==> src/rtl/countdown_timer.sv <==
// Minutes/seconds countdown timer: loads a clamped start time, decrements on
// each tick while running, and flags expiry with a done pulse and held alarm.
module countdown_timer #(
    parameter int SEC_MAX = 59,
    parameter int MIN_MAX = 99
) (
    input  logic       clk,
    input  logic       reset,
    input  logic       tick,
    input  logic       load,
    input  logic [6:0] min_in,
    input  logic [6:0] sec_in,
    input  logic       start,
    input  logic       pause,
    output logic [6:0] min_out,
    output logic [6:0] sec_out,
    output logic       running,
    output logic       done,
    output logic       alarm
);

    localparam logic [6:0] SEC_MAX_7 = 7'(SEC_MAX);
    localparam logic [6:0] MIN_MAX_7 = 7'(MIN_MAX);

    typedef enum logic [1:0] {
        IDLE    = 2'd0,
        RUN     = 2'd1,
        PAUSED  = 2'd2,
        EXPIRED = 2'd3
    } state_t;

    state_t     state_r;
    logic [6:0] min_r;
    logic [6:0] sec_r;
    logic       running_r;
    logic       done_r;
    logic       alarm_r;
    logic       count_zero_s;

    function automatic logic [6:0] clamp7(input logic [6:0] value, input logic [6:0] limit);
        return (value > limit) ? limit : value;
    endfunction

    // Zero detect gates start requests so a 0:00 count never enters RUN.
    always_comb begin
        count_zero_s = (min_r == 7'd0) && (sec_r == 7'd0);
    end

    // Timer state machine with all outputs registered.
    always_ff @(posedge clk) begin
        if (reset) begin
            state_r   <= IDLE;
            min_r     <= 7'd0;
            sec_r     <= 7'd0;
            running_r <= 1'b0;
            done_r    <= 1'b0;
            alarm_r   <= 1'b0;
        end else begin
            done_r <= 1'b0;
            case (state_r)
                IDLE, PAUSED: begin
                    if (load) begin
                        min_r     <= clamp7(min_in, MIN_MAX_7);
                        sec_r     <= clamp7(sec_in, SEC_MAX_7);
                        alarm_r   <= 1'b0;
                        running_r <= 1'b0;
                        state_r   <= IDLE;
                    end else if (start && !pause && !count_zero_s) begin
                        running_r <= 1'b1;
                        state_r   <= RUN;
                    end else begin
                        state_r <= state_r;
                    end
                end
                RUN: begin
                    // Load is ignored here, so pause and tick see it as absent.
                    if (pause) begin
                        running_r <= 1'b0;
                        state_r   <= PAUSED;
                    end else if (tick) begin
                        if (sec_r != 7'd0) begin
                            sec_r <= sec_r - 7'd1;
                            if ((min_r == 7'd0) && (sec_r == 7'd1)) begin
                                done_r    <= 1'b1;
                                alarm_r   <= 1'b1;
                                running_r <= 1'b0;
                                state_r   <= EXPIRED;
                            end else begin
                                state_r <= RUN;
                            end
                        end else if (min_r != 7'd0) begin
                            min_r <= min_r - 7'd1;
                            sec_r <= SEC_MAX_7;
                        end else begin
                            state_r <= RUN;
                        end
                    end else begin
                        state_r <= RUN;
                    end
                end
                EXPIRED: begin
                    if (load) begin
                        min_r     <= clamp7(min_in, MIN_MAX_7);
                        sec_r     <= clamp7(sec_in, SEC_MAX_7);
                        alarm_r   <= 1'b0;
                        running_r <= 1'b0;
                        state_r   <= IDLE;
                    end else begin
                        state_r <= EXPIRED;
                    end
                end
                default: begin
                    state_r   <= IDLE;
                    running_r <= 1'b0;
                end
            endcase
        end
    end

    assign min_out = min_r;
    assign sec_out = sec_r;
    assign running = running_r;
    assign done    = done_r;
    assign alarm   = alarm_r;

endmodule

==> config.mk <==
export PLATFORM = sky130hd
export DESIGN_NAME = countdown_timer
export DESIGN_NICKNAME = d
export VERILOG_FILES = /design/src/rtl/countdown_timer.sv
export SDC_FILE = /design/constraint.sdc
export NUM_CORES = 1
export LEC_CHECK = 0
export BUFFER_PORTS_ARGS = -buffer_cell sky130_fd_sc_hd__buf_2
export CORE_UTILIZATION = 55
export CTS_CLUSTER_SIZE = 40
export DETAILED_ROUTE_END_ITERATION = 6
export PLACE_DENSITY = 0.92
export SLEW_MARGIN = 20
export SYNTH_ARGS = -nofsm -noshare
export SYNTH_HDL_FRONTEND = slang
export SYNTH_SLANG_ARGS = --single-unit
==> constraint.sdc <==
create_clock -name clk -period 4.6 [get_ports clk]
set_input_delay 0.92 -clock clk [delete_from_list [all_inputs] [get_ports clk]]
set_output_delay 0.92 -clock clk [all_outputs]
set_load 0.01 [all_outputs]
==> out/qor.txt <==
Ports: 37
Leak pwr: 0.619 nW
Largest family of logic cells by synthesized area: simple AND/OR/NAND/NOR gates
Setup Buffers After CTS: 0
Placed Cells: 212
Drt wl/cell: 15.9 um
Synth unique cells: 50
Critical path type: primary input to flip-flop
N_diodes: 0
F_max: 0.449 GHz
Clock-pin slew on the worst setup and hold paths: 120 ps
Sw frac: 0.375
Post-Syn Nets: 180
Sequential share of power: 0.450
Period utilization: 0.485
I/O Buffers: 36
XOR/XNOR Fraction of Synth Area: 0.00696
Highest-count cells in the layout ignoring fill and taps: buf_2, dfxtp_1, nand2_1, a21oi_1, nor2_1
Row count: 16
MaxCap Viol Count: 0
Post-synth EDFFs: 0
CP peak stage delay: 540 ps
TNS Setup: 0 ps
CTS tree: built
CP Launch Type: primary input
Int Pwr: 271 uW
Post-DP HPWL: 2480 um
Commonest non-fill, non-tap cell in the layout: buf_2
Gate count of the mapped netlist: 156
Final hold vios: 0
Cts repair resizes: 0
Worst EP required: 4790 ps
Core area: 2060 um2
Critical path cell sequence: buf_2 -> and4bb_2 -> o2111ai_2 -> or4_1 -> a32oi_1 -> nor2_1
Hold_buf cts: 0
Syn-to-layout area delta: 16.8%
Drc violations: 0
Synth warn: 0
Grt ovf: 0
Critical path's slowest cell: or4_1
Global route hottest layer: met2
Post-synthesis adder-cell area fraction: 0.0398
Ratio of cells with drive above 1 in the final layout: 0.280
Final Max Slew Viols: 0
Gp weighted congestion: 0.860
Post-synthesis compound-gate area fraction: 0.294
Overall Global Routing Usage: 0.296
DRT antenna net count: 0
Die Height: 49.8 um
Number of synthesized register bits: 19
Net count, final: 214
Worst-path maximum fanout: 7
Pwr dens: 295 nW/um2
Largest net degree at the start of global routing: 19
Worst Tran Pin Value: 726 ps
First-pass GRT wire length: 5700 um
Simple-gate share of the synthesized area: 0.307
Post-Layout Cell Count: 216
Vias in the first global route: 1305
Status: completed
Critical path arrival: 2420 ps
Vias/cell: 6.44
Die Wd: 49.8 um
Switching pwr: 163 uW
Met1 GRT Util: 0.336
Combinational power share: 0.346
Most used DFF post-synth: dfxtp_1
Mux contribution to synthesized area: 0
Worst rel slew slack: 0.514
CP endpoint kind: flip-flop
Clock power frac: 0.204
Unrepaired setup endpoints after global routing: false
Final Setup Violations: 0
DRT Pass-1 Iters: 5
Starting Density: 0.610
Skew final: 6.88 ps
Inserted Clock Buffers: 3
Hold WC Path Type: flip-flop to flip-flop
H-tree levels: 1
Minimum clock period: 2230 ps
M2 GR Usage: 0.545
Peak VDD IR: 0.184 mV
Initial drt markers: 68
Vias: 1391
Max Root-Sink Buffers: 2
Clock Sinks: 19
Worst-skew pair later-pin latency: 300 ps
Register area share after synthesis: 0.302
Synth async-reset ratio: 0
Die ar.: 2480 um2
Final WL: 3420 um
Antenna violations before repair: 0
Mean Syn Cell Area: 8.07 um2
GRT met3 Usage: 0.0494
Clk Tree Root Cell: clkbuf_4
Synth Cell Area: 1260 um2
-- cell usage after synthesis (2+ instances only) --
| library cell | instances | area share |
|---|---|---|
| nand2_1 | 18 | 0.054 |
| o21ai_0 | 3 | 0.012 |
| ha_1 | 4 | 0.040 |
| nor2b_1 | 2 | 0.0099 |
| dfxtp_1 | 19 | 0.30 |
| o32ai_1 | 2 | 0.014 |
| nand2b_1 | 3 | 0.015 |
| o21ai_1 | 5 | 0.020 |
| a32oi_1 | 2 | 0.014 |
| o31ai_1 | 3 | 0.018 |
| buf_2 | 2 | 0.0080 |
| a21oi_1 | 17 | 0.068 |
| or3b_4 | 2 | 0.018 |
| clkbuf_1 | 4 | 0.012 |
| nand3_1 | 2 | 0.0080 |
| nor3_1 | 7 | 0.028 |
| nor2_1 | 15 | 0.045 |
| or4_1 | 2 | 0.012 |
| a211oi_1 | 4 | 0.024 |
| a21o_1 | 2 | 0.012 |
| o41ai_1 | 2 | 0.014 |
| inv_1 | 8 | 0.024 |
-- logic make-up after synthesis --
group / Yosys count
buffers and inverters: 15
adders and majority gates: 4
xor gates and xnor gates: 1
DFF: 19
and+or+nand+nor: 65
AOI/OAI and AO/OA: 52
-- power groups by stage --
| stage | Sequential [mW] | Combinational (mW) | Clock, mW |
|---|---|---|---|
| floorplan | 0.201 | 0.101 | 0 |
| global placement | 0.197 | 0.141 | 0 |
| detailed placement | 0.198 | 0.147 | 0 |
| CTS | 0.195 | 0.148 | 0.0872 |
| global route | 0.198 | 0.165 | 0.0942 |
| finish | 0.196 | 0.150 | 0.0884 |
-- metal layers --
metal	up-vias	wire [um]	share of wire
li1	650	-	-
met1	652	1350	0.39
met2	83	1760	0.51
met3	6	281	0.082
met4	0	41	0.012
met5	-	0	0
-- path summary, 6_finish.rpt --
check	startpoint	endpoint	slack, ps	depth (start not counted)
min	alarm	alarm	490	2
max	pause	min_out[6]	2370	6
min reg2reg	alarm	alarm	490	2
max reg2reg	sec_out[0]	min_out[6]	2410	7
-- registers in the layout, summed over array words and instances (netlist names) --
signal and cells:
done 1, alarm 1, state_r 2, sec_out 7, running 1, min_out 7
-- layout make-up --
cell class / instances / area (um2)
flip-flops and latches: 19 / 380
repair buffers: 36 / 180
clock inverters: 1 / 5.00
well taps: 27 / 33.8
fillers: 163 / 592
clock buffers: 3 / 22.5
multi-input cells: 122 / 818
inverters: 8 / 30.0
-- critical path, delay by kind of cell --
kind | cells | cell delay, ps
AND/OR/NAND/NOR | 3 | 930
buffers and inverters | 1 | 130
AO/OA/AOI/OAI | 2 | 430
-- metrics by stage --
step | hold WS [ps] | util | power, mW | cell area, um2 | worst slack [ps]
2_1_floorplan | 481 | - | 0.301 | 1260 | 2400
5_1_grt | 511 | 0.713 | 0.457 | 1470 | 2290
3_3_place_gp | 441 | 0.698 | 0.338 | 1440 | 2210
6_report | 489 | 0.713 | 0.434 | 1470 | 2370
4_1_cts | 484 | 0.712 | 0.430 | 1470 | 2160
3_5_place_dp | 466 | 0.698 | 0.345 | 1440 | 2090
(Power assumes the default switching activity.)
